==> src/rtl/wb_bus_arbiter.sv <==
// Round-robin arbiter that shares one writeback bus between three requesters.
// A per-tenure transfer limit forces rotation when another requester is waiting.
module wb_bus_arbiter #(
  parameter int WIDTH    = 32,
  parameter int MAX_HOLD = 4
) (
  input  logic             Clk,
  input  logic             Reset,
  input  logic             ReqA,
  input  logic             ReqB,
  input  logic             ReqC,
  input  logic [WIDTH-1:0] DataA,
  input  logic [WIDTH-1:0] DataB,
  input  logic [WIDTH-1:0] DataC,
  output logic             GntA,
  output logic             GntB,
  output logic             GntC,
  output logic [1:0]       Sel,
  output logic [WIDTH-1:0] OutData,
  output logic             OutValid,
  output logic             Busy
);

  typedef enum logic [1:0] {
    IDLE  = 2'd0,
    OWN_A = 2'd1,
    OWN_B = 2'd2,
    OWN_C = 2'd3
  } arbStateT;

  localparam logic [4:0] holdLimit = 5'(MAX_HOLD);

  arbStateT         state, stateNext;
  logic [1:0]       lastOwner, lastOwnerNext;
  logic [3:0]       holdCnt, holdCntNext;
  logic [1:0]       selNext;
  logic [2:0]       req;
  logic [1:0]       ownerIdx, searchBase, cand1, cand2;
  logic [4:0]       holdInc;
  logic             transfer;
  logic             otherWaiting;
  logic [WIDTH-1:0] ownerData;

  function automatic logic [1:0] rrNext(input logic [1:0] idx);
    return (idx == 2'd2) ? 2'd0 : idx + 2'd1;
  endfunction

  function automatic arbStateT ownState(input logic [1:0] idx);
    case (idx)
      2'd0:    return OWN_A;
      2'd1:    return OWN_B;
      default: return OWN_C;
    endcase
  endfunction

  assign req        = {ReqC, ReqB, ReqA};
  assign ownerIdx   = state - 2'd1;
  assign searchBase = (state == IDLE) ? lastOwner : ownerIdx;
  assign cand1      = rrNext(searchBase);
  assign cand2      = rrNext(cand1);

  // Owner release and tenure expiry both hand over to the next requester in
  // RR order without a bubble; the current owner itself is never a candidate.
  always_comb begin
    stateNext     = state;
    lastOwnerNext = lastOwner;
    holdCntNext   = holdCnt;
    selNext       = Sel;
    transfer      = 1'b0;
    otherWaiting  = req[cand1] | req[cand2];
    holdInc       = {1'b0, holdCnt} + 5'd1;
    ownerData     = DataA;

    case (ownerIdx)
      2'd1:    ownerData = DataB;
      2'd2:    ownerData = DataC;
      default: ownerData = DataA;
    endcase

    if (state == IDLE) begin
      holdCntNext = '0;
      if (req[cand1])          stateNext = ownState(cand1);
      else if (req[cand2])     stateNext = ownState(cand2);
      else if (req[searchBase]) stateNext = ownState(searchBase);
    end else begin
      transfer = req[ownerIdx];
      // Saturated counts still count as expired so contention always rotates.
      if (!transfer || (holdInc >= holdLimit && otherWaiting)) begin
        lastOwnerNext = ownerIdx;
        holdCntNext   = '0;
        if (req[cand1])      stateNext = ownState(cand1);
        else if (req[cand2]) stateNext = ownState(cand2);
        else                 stateNext = IDLE;
      end else begin
        holdCntNext = (holdInc > holdLimit) ? holdLimit[3:0] : holdInc[3:0];
      end
    end

    if (stateNext != IDLE) selNext = stateNext - 2'd1;
  end

  always_ff @(posedge Clk or posedge Reset) begin
    if (Reset) begin
      state     <= IDLE;
      lastOwner <= 2'd2;
      holdCnt   <= '0;
      Sel       <= 2'd0;
      OutData   <= '0;
      OutValid  <= 1'b0;
    end else begin
      state     <= stateNext;
      lastOwner <= lastOwnerNext;
      holdCnt   <= holdCntNext;
      Sel       <= selNext;
      OutValid  <= transfer;
      if (transfer) OutData <= ownerData;
    end
  end

  assign GntA = (state == OWN_A);
  assign GntB = (state == OWN_B);
  assign GntC = (state == OWN_C);
  assign Busy = (state != IDLE);

endmodule

==> config.mk <==
export PLATFORM = sky130hd
export DESIGN_NAME = wb_bus_arbiter
export DESIGN_NICKNAME = d
export VERILOG_FILES = /design/src/rtl/wb_bus_arbiter.sv
export SDC_FILE = /design/constraint.sdc
export NUM_CORES = 1
export LEC_CHECK = 0
export CORE_MARGIN = 1
export CORE_UTILIZATION = 30
export CTS_CLUSTER_DIAMETER = 200
export CTS_CLUSTER_SIZE = 12
export DETAILED_ROUTE_END_ITERATION = 7
export HOLD_SLACK_MARGIN = 0.02
export PLACE_DENSITY_LB_ADDON = 0.3
export SLEW_MARGIN = 20
export SYNTH_ARGS = -nofsm -noshare
export SYNTH_HDL_FRONTEND = slang
export SYNTH_SLANG_ARGS = --single-unit
export TNS_END_PERCENT = 30
==> constraint.sdc <==
create_clock -name Clk -period 4.7 [get_ports Clk]
set_input_delay 0.47 -clock Clk [delete_from_list [all_inputs] [get_ports Clk]]
set_output_delay 0.47 -clock Clk [all_outputs]
set_load 0.1 [all_outputs]
# Word-level counts from Yosys, hierarchy flattened
# Index checks and enable logic that the tools add are counted.
# word_totals
register_bits,43
inputBits,101
# op_classes
n_addsub,5
n_lt_le_gt_ge,6
n_eq_ne,10
mux,26
n_bitwise,2
reduce_logical,10
# op_table
operator,count
$pmux 32 s2,1
$mux 2,10
$lt 2x3->1 const B,4
$mux 4,3
$pmux 2 s2,3
$eq 2x1->1 const B,5
$eq 2x2->1 const B,5
$bmux 1 s2,4
$logic_not 2->1,4
$add 4x1->5 const B,1
$ge 5x3->1 const B,1
$gt 5x3->1 const B,1
$mux 1,5
$add 2x1->2 const B,2
$reduce_bool 2->1,2
$sub 2x1->2 const B,2
$reduce_and 2->1,1
$logic_and 1x1->1,1
$logic_not 1->1,1
$logic_or 1x1->1,1
$not 1->1,1
$or 1x1->1,1

# Depth between registers and ports, before layout
# Gate-level depths: netlist of run 1.
# logic_depth
depth_word,14
ltp_mapped,13
ltp_nobuf,11

# Least setup slack after synthesis of run 1
# No wires, ideal clock.
# synth_path
path_type,flip-flop to flip-flop
start,reg state[0]
end,reg Sel[1]
arrival_ns,2.665
t_required_ns,4.621
path_slack_ns,1.956
path_stages_with_launch,9
path_buffers,0
path_cell_list,dfrtp_1 -> ha_1 -> mux2i_4 -> a31o_2 -> o21ai_2 -> a21oi_1 -> a221oi_1 -> ha_1 -> mux2i_1
# synth_between
elab_chain_len,14
word_cells_on_any_way,39
classes_between,4 x add/sub; 5 x eq/ne; 21 x mux; 1 x bitwise; 8 x reduce/logical
# synth_rtl
item,line,text
"start, declared",33,"arbStateT state, stateNext;"
"start signal, assigned",111,state <= stateNext;
$sub 2x1->2 or $logic_not 2->1 (tied branches),"57, 58, 80",
$mux 2,58,assign searchBase = (state == IDLE) ? lastOwner : ownerIdx;
$add 2x1->2 or $eq 2x2->1 (tied branches),45,return (idx == 2'd2) ? 2'd0 : idx + 2'd1;
$mux 2,45,
$add 2x1->2 or $eq 2x2->1 (tied branches),45,
$mux 2,45,
$bmux 1 s2,"70, 83, 92",
$mux 1 (implied by the code),"70, 83, 92",
$or 1x1->1,70,otherWaiting = req[cand1] | req[cand2];
$logic_and 1x1->1,88,if (!transfer || (holdInc >= holdLimit && otherWaiting)) begin
$logic_or 1x1->1,88,
$mux 2,88,
$mux 2 (*),80,if (state == IDLE) begin
$sub 2x1->2 or $reduce_bool 2->1 (tied branches),99,if (stateNext != IDLE) selNext = stateNext - 2'd1;
"end signal, assigned",114,Sel <= selNext;
"end, declared",18,"output logic [1:0] Sel,"
# Every way passes the cells marked *; elsewhere a longest branch is shown, timed or not. The select of a mux whose other input is x is not followed.
# A chain may end at the register's enable or synchronous reset.

# Final worst setup path of run 1
# layout_path
start,reg state[0]
end,out GntB
# layout_between
elab_chain_len,1
# layout_rtl
item,line,text
$eq 2x2->1,121,assign GntB = (state == OWN_B);
"end, declared",16,"output logic GntB,"
# Every way passes these cells.

==> impl_metrics.yaml, run 1 <==
synth:
  synth_top_family_by_area: "compound AO/OA/AOI/OAI gates"
  synth_area_sq_um: 2420
  synth.avg_cell_area_sq_um: 8.94
  ys.warnings.count: 0
  synth_mux_area_share_pct: 3.10
  yosysUniqueCellTypes: 39
  synthAdderAreaFrac_pct: 4.13
  ys_seq_elements: 43
  synth-simple-area-share_pct: 15.4
  synth.net_count: 380
  synth_xor_area_share_pct: 0
  synth-seq-area-share_pct: 44.5
  synth-compound-area-share_pct: 26.8
  synthCells: 271
critical_path:
  arrival_ns: 2.94
  crit_type: "flip-flop to output port"
  worstPathRequired_ns: 4.23
  worstReg2RegEnd: "Sel[1]"
  cp-start-kind: "flip-flop"
  ff2ff_path_depth: 8
  critPathLaunch: "state[0]"
  cp_max_fo: 28
  rr_startpoint: "state[0]"
  reg2reg_slack_ns: 1.57
  cp-end-kind: "output port"
  cp-endpoint: "GntB"
detailed_routing:
  num_vias: 2523
  detail_route.wirelength_um: 7360
  drt_iter0_drc: 84
  ant_nets: 0
  routed_via_density: 5.03
  first_pass_iters: 4
  wl_per_cell_um: 14.7
  drc: 0
final_layout:
  fin_util_pct: 51.3
  final_cell_mix: "clkdlybuf4s50_1 (139), nor2_1 (43), dfrtp_1 (42)"
  fin_nets: 509
  drive_above_1_share_pct: 6.75
  instances_no_fill: 502
  area_growth_pct: 64.3
  diodes: 0
  layout_commonest_cell: "clkdlybuf4s50_1"
grt:
  grt_start_max_net_pins: 44
  grt_pass1_vias: 2445
  grt_use_total_pct: 17.9
  antenna_found_initial: 0
  grt_overflow: 0
  grt_pass1_wl_um: 11800
timing:
  hold_slack_ns: 0.491
  worst_pin_slew_ns: 1.01
  min_period_over_period_pct: 72.6
  maxSlewHeadroom_pct: 32.2
  skew_ns: 0.00721
  fmax_ghz: 0.293
  period_minus_slack_ns: 3.41
  drv_slew: 0
  setup_tns_ns: 0
  rsz0062_at_grt: "no"
  hold_viol: 0
  setup_viol: 0
floorplan:
  start_util_pct: 31.2
  coreArea_sq_um: 7770
  die-area_sq_um: 8440
  dieHeight_um: 91.9
  placementRows: 32
  ios: 140
  fp.dieW_um: 91.9
clock_network:
  clockBufferDepth: 2
  cts_sinks: 43
  cts_tree: "done"
  post_cts_buffers: 0
  root_buffer: "clkbuf_8"
  cts.htree.levels: 2
  numCtsBuffers: 5
  clk_pin_slew_ns: 0.08
  clk_latency_ns: 0.29
  holdBufCountCts: 0
  ctsResizeCount: 0
run:
  maxCapViolations: 0
place:
  port_buffers: 139
  dp_cells: 495
  gp_congestion: 0.768
  post-dp-hpwl_um: 5600
status:
  status: "complete, no violations"
min_path:
  hp-class: "flip-flop to flip-flop"
  hold_depth: 1
-- cell families after synthesis --
kind of cell | Yosys count
adder cells (fa/ha/maj) | 8
other | 1
AND/OR/NAND/NOR | 93
AO/OA/AOI/OAI | 89
multiplexers | 6
buffers and inverters | 31
flip-flops | 43
-- layout make-up --
class / instances / area (sq um)
Tap cell: 102 / 128
Sequential cell: 43 / 1080
Inverter: 10 / 37.5
Clock buffer: 5 / 68.8
Multi-Input combinational cell: 197 / 1210
Timing Repair Buffer: 143 / 1420
Fill cell: 741 / 3790
Clock inverter: 2 / 37.5
-- worst min-delay path by stage --
stage | startpoint | endpoint
floorplan | holdCnt[0] | holdCnt[0]
global placement | holdCnt[0] | holdCnt[0]
detailed placement | holdCnt[0] | holdCnt[0]
CTS | holdCnt[0] | holdCnt[0]
global route | holdCnt[0] | holdCnt[0]
finish | holdCnt[0] | holdCnt[0]
-- flip-flops by register name (all words and copies together) (netlist names) --
name,count
Sel,2
OutValid,1
holdCnt,4
lastOwner,2
state,2
OutData,32
-- metal layers --
metal	share of wire (%)	vias up	GRT usage [%]
li1	-	1231	-
met1	42	1177	22.1
met2	48	103	29.3
met3	8.5	12	5.80
met4	1.9	0	6.12
met5	0	-	0
-- critical path: stages (launching register included) --
cell	delay (ns)
dfrtp_1	0.52
inv_1	0.18
ha_1	0.38
buf_4	0.36
clkdlybuf4s50_1	1.20
-- synth_stat cells (all sizes together) --
cell | count | share of area, %
nor2 | 45 | 7.1
dfrtp | 42 | 43
nand2 | 39 | 6.0
a22oi | 32 | 9.9
a31oi | 32 | 8.3
clkbuf | 11 | 1.7
buf | 10 | 2.6
inv | 10 | 1.5
ha | 8 | 4.1
o21ai | 6 | 1.7
a21oi | 4 | 0.83
mux2i | 4 | 2.2
o211ai | 3 | 0.93
a2111oi | 2 | 0.72
a31o | 2 | 0.72
mux2 | 2 | 0.93
nand3 | 2 | 0.41
o21a | 2 | 0.62
a221o | 1 | 0.41
a221oi | 1 | 0.36
and2 | 1 | 0.26
and2b | 1 | 0.31
and3 | 1 | 0.26
conb | 1 | 0.15
dfstp | 1 | 1.1
nand4b | 1 | 0.36
nor2b | 1 | 0.26
nor3 | 1 | 0.21
o2111ai | 1 | 0.36
o211a | 1 | 0.41
o21bai | 1 | 0.46
o32ai | 1 | 1.1
or2 | 1 | 0.26
-- through the flow --
| step | setup slack (ns) | instance area (sq um) |
|---|---|---|
| detailed placement | 1.36 | 3870 |
| global route | 1.18 | 3980 |
| floorplan | 1.96 | 2420 |
| global placement | 1.48 | 3870 |
| finish | 1.29 | 3980 |
| CTS | 1.28 | 3980 |
Power of run 1 is left out: the tool's default activity adds up to more than one toggle a clock period on the data nets, which glitch-free logic cannot reach.
==> run 2: changes to the inputs <==
- clock period: 4.7 -> 2.9 ns (I/O delays scaled with it)
==> run 2 against run 1 <==
  * Count of clock-buffer cells in the layout is 1 higher
  * Critical endpoint is now Sel[1]
  * Sequential share of layout area is 0.060 points higher
  * Final area is 0.22% lower
  * Routed wire length is 0.43% lower
  * Non-clock buffer count is 6 higher
  * Final cell count is 1.4% higher
  * Utilization is 0.11 points lower
  * Critical path depth is 6 higher
  * Setup slack worse by 1.0 ns
==> impl_metrics.yaml, run 2 (same netlist as run 1, synthesis figures left out) <==
floorplan:
  fp.dieW_um: 91.9
  dieHeight_um: 91.9
  coreArea_sq_um: 7770
  placementRows: 32
  start_util_pct: 31.2
  ios: 140
  die-area_sq_um: 8440
timing:
  fmax_ghz: 0.377
  drv_slew: 0
  period_minus_slack_ns: 2.65
  hold_viol: 0
  skew_ns: 0.00935
  worst_pin_slew_ns: 0.895
  hold_slack_ns: 0.491
  setup_tns_ns: 0
  setup_viol: 0
  min_period_over_period_pct: 91.4
  maxSlewHeadroom_pct: 40.2
  rsz0062_at_grt: "no"
critical_path:
  critPathLaunch: "state[1]"
  cp-end-kind: "flip-flop"
  critical-path-slowest-cell: "dfrtp_1"
  worstPathRequired_ns: 3.11
  rr_startpoint: "state[1]"
  cp_max_fo: 8
  cp-start-kind: "flip-flop"
  max_stage_delay_ns: 0.42
  worstReg2RegEnd: "Sel[1]"
  arrival_ns: 2.86
  critPathBufInv: 1
  reg2reg_slack_ns: 0.25
  cp_cell_sequence: "inv_1 -> ha_1 -> mux2i_4 -> nor3_1 -> a31o_2 -> o21ai_2 -> a21oi_1 -> a221oi_1 -> ha_2 -> mux2i_1"
  crit_family: "compound AO/OA/AOI/OAI gates"
  ff2ff_path_depth: 10
  crit_type: "flip-flop to flip-flop"
final_layout:
  fin_nets: 515
  reg_top3: "OutData (32), holdCnt (4)"
  area_growth_pct: 63.9
  instances_no_fill: 509
  drive_above_1_share_pct: 18.2
  regMostFlops: "OutData"
  fill_cells: 744
  fin_area_sq_um: 3970
  final_cell_mix: "clkdlybuf4s50_1 (100), buf_4 (48), nor2_1 (43)"
  diodes: 0
  layout_commonest_cell: "clkdlybuf4s50_1"
  largest_reg_flops: 32
detailed_routing:
  first_pass_iters: 4
  drc: 0
  drt_iter0_drc: 89
  wl_per_cell_um: 14.4
  ant_nets: 0
  routed_via_density: 4.93
  num_vias: 2511
  detail_route.wirelength_um: 7330
min_path:
  hp-start: "holdCnt[0]"
  hold_depth: 1
  hp-class: "flip-flop to flip-flop"
  worstHoldEndpoint: "holdCnt[0]"
grt:
  grt_use_total_pct: 17.8
  grt_start_max_net_pins: 44
  grt_pass1_vias: 2562
  antenna_found_initial: 0
  grt_pass1_wl_um: 11800
  grt_overflow: 0
clock_network:
  clk_pin_slew_ns: 0.08
  numCtsBuffers: 5
  cts.htree.levels: 2
  cts_tree: "done"
  clk_latency_ns: 0.29
  holdBufCountCts: 0
  cts_sinks: 43
  root_buffer: "clkbuf_8"
  clockBufferDepth: 2
status:
  status: "complete, no violations"
place:
  port_buffers: 139
  dpl_cell_area_sq_um: 3820
  dp_cells: 499
  gp_congestion: 0.818
  post-dp-hpwl_um: 5600
run:
  maxCapViolations: 0
run 2: changes by cell type in the layout (fill, tap and decap cells not counted), sizes merged:
cell	change
buf	+45
clkdlybuf4s50	-39
clkinvlp	-1
bufinv	+1
clkbuf	+1
run 2: worst max-delay path by stage:
stage / to / slack, ns / cells after the start
5_1_grt: Sel[1] / 0.001 / 10
6_report: Sel[1] / 0.25 / 10
3_3_place_gp: Sel[1] / 0.31 / 10
2_1_floorplan: Sel[1] / 0.16 / 8
3_5_place_dp: Sel[1] / 0.21 / 10
4_1_cts: Sel[1] / 0.21 / 10
run 2: timing repair:
item,4_1_cts,5_1_grt
buffers inserted,0,2
setup endpoints to repair,0,1
resized for setup,0,2
run 2: layout make-up:
type                       instances  area [sq um]  area share, %
clock buffer                       6          72.6           1.83
clock inverter                     2          60.1           1.51
multi-input combinational        197          1220           30.6
timing repair buffer             149          1380           34.8
tap                              102           128           3.21
sequential                        43          1080           27.1
inverter                          10          37.5          0.945
run 2: layer usage:
layer / up-vias / track usage, % / wire, um
li1: 1238 / - / -
met3: 10 / 4.98 / 536
met5: - / 0 / 0
met1: 1161 / 20.7 / 3070
met4: 0 / 5.99 / 136
met2: 102 / 31.4 / 3580
run 2: stage by stage:
step	util [%]	worst slack [ns]
3_5_place_dp	49.2	0.206
6_report	51.1	0.251
3_3_place_gp	49.2	0.310
5_1_grt	51.1	0.00150
4_1_cts	50.9	0.207
2_1_floorplan	-	0.156
run 2: worst reg2reg max path: cells and delay by family (launching register included):
kind | cells | cell delay (ns)
buf+inv | 1 | 0.15
flops | 1 | 0.42
fa+ha+maj | 2 | 0.52
simple gates | 1 | 0.08
compound gates | 4 | 0.86
mux | 2 | 0.54
Power of run 2 is left out for the same reason.
==> run 3: changes to the inputs <==
- CTS_CLUSTER_SIZE: 12 -> 16
==> results of run 3 <==
Same layout as run 2: the final DEF is identical, and so are final timing and power.
Power of run 3 is left out for the same reason.
